$ cat src/rtl/kmkz_shift_ctrl_pkg.sv
// Shared definitions for the shift sequencing controller: funct3 codes,
// the zero-register index and the in-flight slot record.
package kmkz_shift_ctrl_pkg;

  localparam logic [2:0] FUNC_SL       = 3'b001;
  localparam logic [2:0] FUNC_SR       = 3'b101;
  localparam logic [4:0] KMKZ_REG_ZERO = 5'd0;

  typedef struct packed {
    logic       valid;
    logic [4:0] rd;
  } slot_t;

endpackage

$ cat src/rtl/kmkz_shift_ctrl_sat_counter.sv
// Saturating up-counter with synchronous reset, for performance counters.
module kmkz_shift_ctrl_sat_counter #(
  parameter int WIDTH = 16
) (
  input  logic             clk,
  input  logic             rst,
  input  logic             inc,
  output logic [WIDTH-1:0] count
);

  // NOTE: registers are written with non-blocking assignments so every
  // flop samples pre-edge values, independent of block evaluation order.
  always_ff @(posedge clk) begin
    if (rst) begin
      count <= '0;
    end else if (inc && (count != '1)) begin
      count <= count + 1'b1;
    end
  end

endmodule

$ cat src/rtl/kmkz_shift_ctrl.sv
// Sequencing controller for the two-stage barrel shifter: one op in flight,
// RAW hazard blocking on rs1, pipeline kill and a hazard-stall counter.
module kmkz_shift_ctrl
  import kmkz_shift_ctrl_pkg::*;
#(
  parameter int CNT_W = 16
) (
  input  logic             clk_i,
  input  logic             rst_i,
  input  logic             req_valid_i,
  output logic             req_ready_o,
  input  logic [2:0]       req_fun_i,
  input  logic             req_arith_i,
  input  logic             req_shamt_sel_i,
  input  logic [4:0]       req_imm_shamt_i,
  input  logic [4:0]       req_rs2_val_i,
  input  logic [4:0]       req_rs1_idx_i,
  input  logic [4:0]       req_rd_i,
  output logic             sh_valid_o,
  output logic [4:0]       sh_shamt_o,
  output logic [2:0]       sh_fun_o,
  output logic             sh_sign_o,
  output logic             sh_is_shift_o,
  output logic             sh_stall_o,
  output logic             wb_valid_o,
  input  logic             wb_ready_i,
  output logic [4:0]       wb_rd_o,
  input  logic             kill_i,
  output logic [CNT_W-1:0] stall_cnt_o
);

  slot_t slot;
  logic  drain;
  logic  free;
  logic  hazard;
  logic  accept;

  assign drain  = slot.valid & wb_ready_i;
  assign free   = ~slot.valid | drain;
  // rs1 must wait until the in-flight result has been written back; x0 never conflicts.
  assign hazard = slot.valid & (slot.rd != KMKZ_REG_ZERO) &
                  (req_rs1_idx_i == slot.rd) & req_valid_i;

  assign req_ready_o = free & ~hazard & ~kill_i;
  assign accept      = req_valid_i & req_ready_o;

  assign sh_valid_o    = accept;
  assign sh_is_shift_o = accept;
  assign sh_shamt_o    = req_shamt_sel_i ? req_rs2_val_i : req_imm_shamt_i;
  assign sh_fun_o      = req_fun_i;
  assign sh_sign_o     = req_arith_i;
  assign sh_stall_o    = slot.valid & ~wb_ready_i;

  assign wb_valid_o = slot.valid;
  assign wb_rd_o    = slot.rd;

  // Kill wins over everything; accept may coincide with drain for back-to-back ops.
  always_ff @(posedge clk_i) begin
    if (rst_i) begin
      slot.valid <= 1'b0;
      slot.rd    <= KMKZ_REG_ZERO;
    end else if (kill_i) begin
      slot.valid <= 1'b0;
    end else if (accept) begin
      slot.valid <= 1'b1;
      slot.rd    <= req_rd_i;
    end else if (drain) begin
      slot.valid <= 1'b0;
    end
  end

  kmkz_shift_ctrl_sat_counter #(
    .WIDTH(CNT_W)
  ) u_stall_cnt (
    .clk   (clk_i),
    .rst   (rst_i),
    .inc   (req_valid_i & hazard & ~kill_i),
    .count (stall_cnt_o)
  );

endmodule

$ cat config.mk
export PLATFORM = sky130hd
export DESIGN_NAME = kmkz_shift_ctrl
export DESIGN_NICKNAME = d
export VERILOG_FILES = /design/src/rtl/kmkz_shift_ctrl_pkg.sv /design/src/rtl/kmkz_shift_ctrl_sat_counter.sv /design/src/rtl/kmkz_shift_ctrl.sv
export SDC_FILE = /design/constraint.sdc
export NUM_CORES = 1
export LEC_CHECK = 0
export ABC_AREA = 1
export BUFFER_PORTS_ARGS = -buffer_cell sky130_fd_sc_hd__clkbuf_2
export CORE_AREA = 5 5 73 75
export DETAILED_ROUTE_END_ITERATION = 8
export DIE_AREA = 0 0 78 80
export PLACE_DENSITY_LB_ADDON = 0.15
export SYNTH_ARGS = -nofsm -noshare
export SYNTH_HDL_FRONTEND = slang
export SYNTH_SLANG_ARGS = --single-unit
$ cat constraint.sdc
create_clock -name clk_i -period 3.8 [get_ports clk_i]
set_input_delay 0.76 -clock clk_i [delete_from_list [all_inputs] [get_ports clk_i]]
set_output_delay 0.76 -clock clk_i [all_outputs]
set_load 0.05 [all_outputs]
Yosys cells after proc, flatten, opt, wreduce, memory -nomap -nowiden
Index checks and enable logic that the tools add are counted.
{"block": "totals", "regBits": 22, "in_bits": 30, "out_inout_bits": 35, "elab_cells": 29}
{"block": "classes", "add_sub_neg": 1, "n_eq_ne": 2, "muxes": 3, "n_bitwise": 15, "reduce_logical": 5}
{"cell": "$add 16x1->16 const B", "count": 1}
{"cell": "$ne 16x16->1 const B", "count": 1}
{"cell": "$and 1x1->1", "count": 10}
{"cell": "$eq 5x5->1", "count": 1}
{"cell": "$mux 5", "count": 1}
{"cell": "$reduce_bool 5->1", "count": 1}
{"cell": "$not 1->1", "count": 4}
{"cell": "$mux 1", "count": 2}
{"cell": "$reduce_and 2->1", "count": 1}
{"cell": "$reduce_bool 2->1", "count": 1}
{"cell": "$reduce_or 2->1", "count": 1}
{"cell": "$logic_and 1x1->1", "count": 1}
{"cell": "$or 1x1->1", "count": 1}

Logic depth before layout (Yosys ltp)
{"block": "logic_depth", "depth_word": 9, "mapped_depth": 12, "ltp_nobuf": 11}

Modules after synthesis
From an unflattened synthesis, not the netlist that was laid out.
{"block": "hier_totals", "hier_cells": 233, "area_unflattened_um2": 1457.6}
{"module": "kmkz_shift_ctrl_sat_counter", "n_inst": 1, "cells_each": 149, "area_per_inst_um2": 929.6, "seq_area_each_um2": 320.3}
{"module": "kmkz_shift_ctrl", "n_inst": 1, "cells_each": 84, "area_per_inst_um2": 528.0, "seq_area_each_um2": 120.1}

Worst setup path after synthesis
Ideal clock, no wire load.
{"block": "synth_timing", "kind": "input-to-output", "startpoint": "input port wb_ready_i", "endpoint": "output port sh_valid_o", "arrival_time_ps": 2361, "required_time_ps": 3040, "setup_slack_ps": 679, "path_stages": 6, "n_path_buf": 2, "cell_sequence": "nor2_1 nor2_1 nand3_1 buf_4 inv_1 buf_4"}
{"block": "synth_between", "elab_chain_len": 5}
{"element": "start, declared", "line_no": "kmkz_shift_ctrl.sv:26", "rtl": "input logic wb_ready_i,"}
{"element": "$and 1x1->1", "line_no": "kmkz_shift_ctrl.sv:38", "rtl": "assign drain = slot.valid & wb_ready_i;"}
{"element": "$or 1x1->1", "line_no": "kmkz_shift_ctrl.sv:39", "rtl": "assign free = ~slot.valid | drain;"}
{"element": "$and 1x1->1 (2 in a row)", "line_no": "kmkz_shift_ctrl.sv:44", "rtl": "assign req_ready_o = free & ~hazard & ~kill_i;"}
{"element": "$and 1x1->1", "line_no": "kmkz_shift_ctrl.sv:45", "rtl": "assign accept = req_valid_i & req_ready_o;"}
{"element": "end, declared", "line_no": "kmkz_shift_ctrl.sv:19", "rtl": "output logic sh_valid_o,"}
No other way between the ends.

Worst setup path in the final report
{"block": "layout_timing", "startpoint": "input port req_rs1_idx_i[1]", "endpoint": "output port sh_is_shift_o"}
{"block": "layout_between", "elab_chain_len": 7}
{"element": "start, declared", "line_no": "kmkz_shift_ctrl.sv:17", "rtl": "input logic [4:0] req_rs1_idx_i,"}
{"element": "$eq 5x5->1", "line_no": "kmkz_shift_ctrl.sv:42", "rtl": "(req_rs1_idx_i == slot.rd) & req_valid_i;"}
{"element": "$and 1x1->1", "line_no": "kmkz_shift_ctrl.sv:41", "rtl": "assign hazard = slot.valid & (slot.rd != KMKZ_REG_ZERO) &"}
{"element": "$and 1x1->1", "line_no": "kmkz_shift_ctrl.sv:42"}
{"element": "$not 1->1", "line_no": "kmkz_shift_ctrl.sv:44"}
{"element": "$and 1x1->1 (2 in a row)", "line_no": "kmkz_shift_ctrl.sv:44"}
{"element": "$and 1x1->1", "line_no": "kmkz_shift_ctrl.sv:45"}
{"element": "end, declared", "line_no": "kmkz_shift_ctrl.sv:23", "rtl": "output logic sh_is_shift_o,"}
No other way between the ends.

==> results by group <==
Die
  – Initial core utilization: 0.334
  – Die outline height: 80 um
  – Core Region: 0.00460 mm2
  – Number of placement rows: 25
  – Overall die area: 0.00624 mm2
  – Die Width: 78 um
  – Top-Level Pins: 65

STA
  – Final count of pins violating max slew: 0
  – Slew at the pin closest to its max-slew limit: 593 ps
  – Worst-case clock skew: 5.26 ps
  – Final Setup Violations: 0
  – Tightest slew margin relative to the limit: 0.602
  – Final hold violation count: 0
  – Maximum clock frequency: 0.354 GHz
  – Minimum period implied by the final worst setup slack: 2830 ps
  – Worst Setup Slack, final: 972 ps
  – Sum of negative setup slack: 0 ps
  – Setup repair after global routing missed its margin: no
  – Final Hold Slack: 523 ps
  – Share of the cycle needed by the critical path after routing: 0.744

Place
  – Placement-stage worst setup slack: 959 ps
  – Quantity of I/O buffers inserted on ports: 56
  – Final estimated routing congestion in global placement: 0.763
  – Placed Instances: 334
  – Total placed instance area: 0.00181 mm2
  – DP HPWL: 3050 um

Critical path
  – Data arrival time of the critical path: 2070 ps
  – Launching element type of the critical path: input port
  – Classification of the worst setup path: in -> out
  – Cell type group with the largest total delay on the critical path: simple AND/OR/NAND/NOR gates
  – Worst Path Max Fanout: 12
  – Most common cell on crit path: sky130_fd_sc_hd__nand2_1
  – Critical Path End Type: primary output
  – Longest individual stage delay on the worst path: 310 ps
  – Data required time of the critical path: 3040 ps
  – Library cell contributing the largest single delay on the critical path: sky130_fd_sc_hd__nand3_1
  – Series of cell instances along the critical path: clkbuf_2 > inv_1 > nand2_1 > nand2_1 > nor2_1 > nand2_1 > nor2_2 > nand2_1 > nand3_1 > inv_1 > clkbuf_2
  – CP bufs+invs: 4

Clocking
  – Deepest level of the CTS H-tree: 1
  – Count of instances resized after the clock tree is built: 0
  – Root Buffer Master: sky130_fd_sc_hd__clkbuf_8
  – Clock insertion delay at the later pin of the skew report: 260 ps
  – Clock tree from TritonCTS: yes
  – Number of CTS-inserted buffers: 3
  – Setup Fix Bufs, Post-CTS: 0
  – CTS sink cnt: 22
  – Hold buffers post-CTS: 0
  – Clock edge transition at the registers on the reported setup and hold paths: 80 ps
  – Maximum clock insertion buffer count: 2

Power
  – Worst vdd ir: 0.000108 V
  – Power per standard cell area: 263 mW/mm2
  – Static power due to leakage: 0.869 nW
  – Final Total Pwr: 0.486 mW

Global routing
  – Vias in the first global route: 1562
  – Remaining Overflow, GRT: 0
  – GRT Resource Usage Total: 0.138
  – Number of antenna violations at the first check in global routing: 0
  – Wire length of the first global-routing pass: 7140 um
  – Maximum number of pins on one net before global-route repair: 19

Synthesis
  – Leading cell type by number of instances after synthesis: sky130_fd_sc_hd__nand2_1
  – Area share of the leading cell type in the synthesized netlist: 0.286
  – Netlist cell types: 24
  – Flip-flop cell with the highest count after synthesis: sky130_fd_sc_hd__dfxtp_1
  – Share of flip-flops with an asynchronous set or reset: 0
  – Syn avg cell area: 6.52 um2
  – Synthesized netlist cell count: 236
  – Warnings, synthesis: 0
  – Most frequent cells after synthesis: 76 x sky130_fd_sc_hd__nand2_1, 31 x sky130_fd_sc_hd__nor2_1, 25 x sky130_fd_sc_hd__inv_1, 22 x sky130_fd_sc_hd__dfxtp_1, 20 x sky130_fd_sc_hd__nand4_1
  – Number of nets produced by synthesis: 267
  – Number of enable-type register cells in the synthesized netlist: 0
  – Largest area contributor in the netlist: sky130_fd_sc_hd__dfxtp_1
  – Area contributors post-synth: sky130_fd_sc_hd__dfxtp_1 29%, sky130_fd_sc_hd__nand2_1 19%, sky130_fd_sc_hd__nand4_1 8.1%, sky130_fd_sc_hd__nor2_1 7.6%, sky130_fd_sc_hd__inv_1 6.1%
  – Sequential-to-total area share from yosys stat: 0.286
  – Post-synthesis instance area: 0.00154 mm2
  – #FFs+latches synth: 22

Run status
  – Result of the run: finished, final reports clean

Routing
  – Final routed wirelength across all metal layers: 4080 um
  – WL/cell: 12.1 um
  – Drt via density: 4.80
  – Post-DRT Antenna Nets: 0
  – Router iterations before antenna repair: 4
  – DRT iter0 DRCs: 60
  – Total number of vias: 1619
  – DRC violation count after routing: 0

Finish
  – Share of final-layout standard cells stronger than drive strength 1: 0.283
  – Utilization after layout: 0.402
  – Final Cell Area: 0.00185 mm2
  – Filler Cell Count: 511
  – Filler-free cell count of the finished design: 337
  – Ant diodes: 0
  – Area overhead of the layout relative to synthesis: 20.2%
  – Total Nets Final: 316

Worst hold path
  – Worst min-delay path class: reg -> reg

Flow run
  – Total of max-cap violations: 0
-- registers in the layout, summed over array words and instances, names as in the netlist --
register	count
u_stall_cnt.count	16
wb_rd_o	5
wb_valid_o	1
-- worst register-to-register path, delay by kind of cell, from the launching register on --
family	cells	cell delay (ps)
adders and majority gates	1	220
and+or+nand+nor	5	1050
DFF	1	400
AOI/OAI and AO/OA	1	140
-- cell families (layout without fill, tap and decap cells) --
kind of cell             Yosys count  in the layout  synth area share
XOR/XNOR                           6              6            0.0342
flip-flops                        22             22             0.286
multiplexers                       5              5            0.0366
AO/OA/AOI/OAI                     16             16            0.0740
AND/OR/NAND/NOR                  148            148             0.446
buffers and inverters             38             85             0.115
adder cells (fa/ha/maj)            1              1           0.00814
-- path summary, 6_finish.rpt --
check	from	to	slack [ps]	cells after the start
min reg2reg	u_stall_cnt.count[14]	u_stall_cnt.count[14]	520	2
max reg2reg	u_stall_cnt.count[1]	u_stall_cnt.count[8]	1940	7
max	req_rs1_idx_i[1]	sh_is_shift_o	970	11
min	u_stall_cnt.count[14]	u_stall_cnt.count[14]	520	2
-- layer usage --
layer	up-vias	routed length [um]	GRT usage
met2	47	1800	0.234
met5	-	0	0
met3	7	332	0.0339
met1	715	1890	0.170
met4	0	61	0.0490
li1	850	-	-
-- area by class of cell --
| type | count | area [um2] | share of cell area |
|---|---|---|---|
| sequential | 22 | 440 | 0.238 |
| tap | 54 | 67.6 | 0.0366 |
| inverter | 26 | 97.6 | 0.0528 |
| clock buffer | 3 | 41.3 | 0.0223 |
| timing repair buffer | 56 | 280 | 0.152 |
| multi-input combinational | 176 | 921 | 0.498 |
-- where the power goes --
group	leakage (nW)	internal (mW)	switching, mW
Clock	0.0216	0.0709	0.0780
Combinational	0.669	0.0283	0.0714
Sequential	0.178	0.234	0.00320
-- layout by cell type, fill, tap and decap left out, drive strengths merged --
cell type	count
a21oi	15
clkbuf	59
clkinv	1
dfxtp	22
ha	1
inv	25
mux2	5
nand2	77
nand3	10
nand3b	2
nand4	22
nor2	35
nor3	2
o21ai	1
xnor2	1
xor2	5
(Power assumes the default switching activity.)
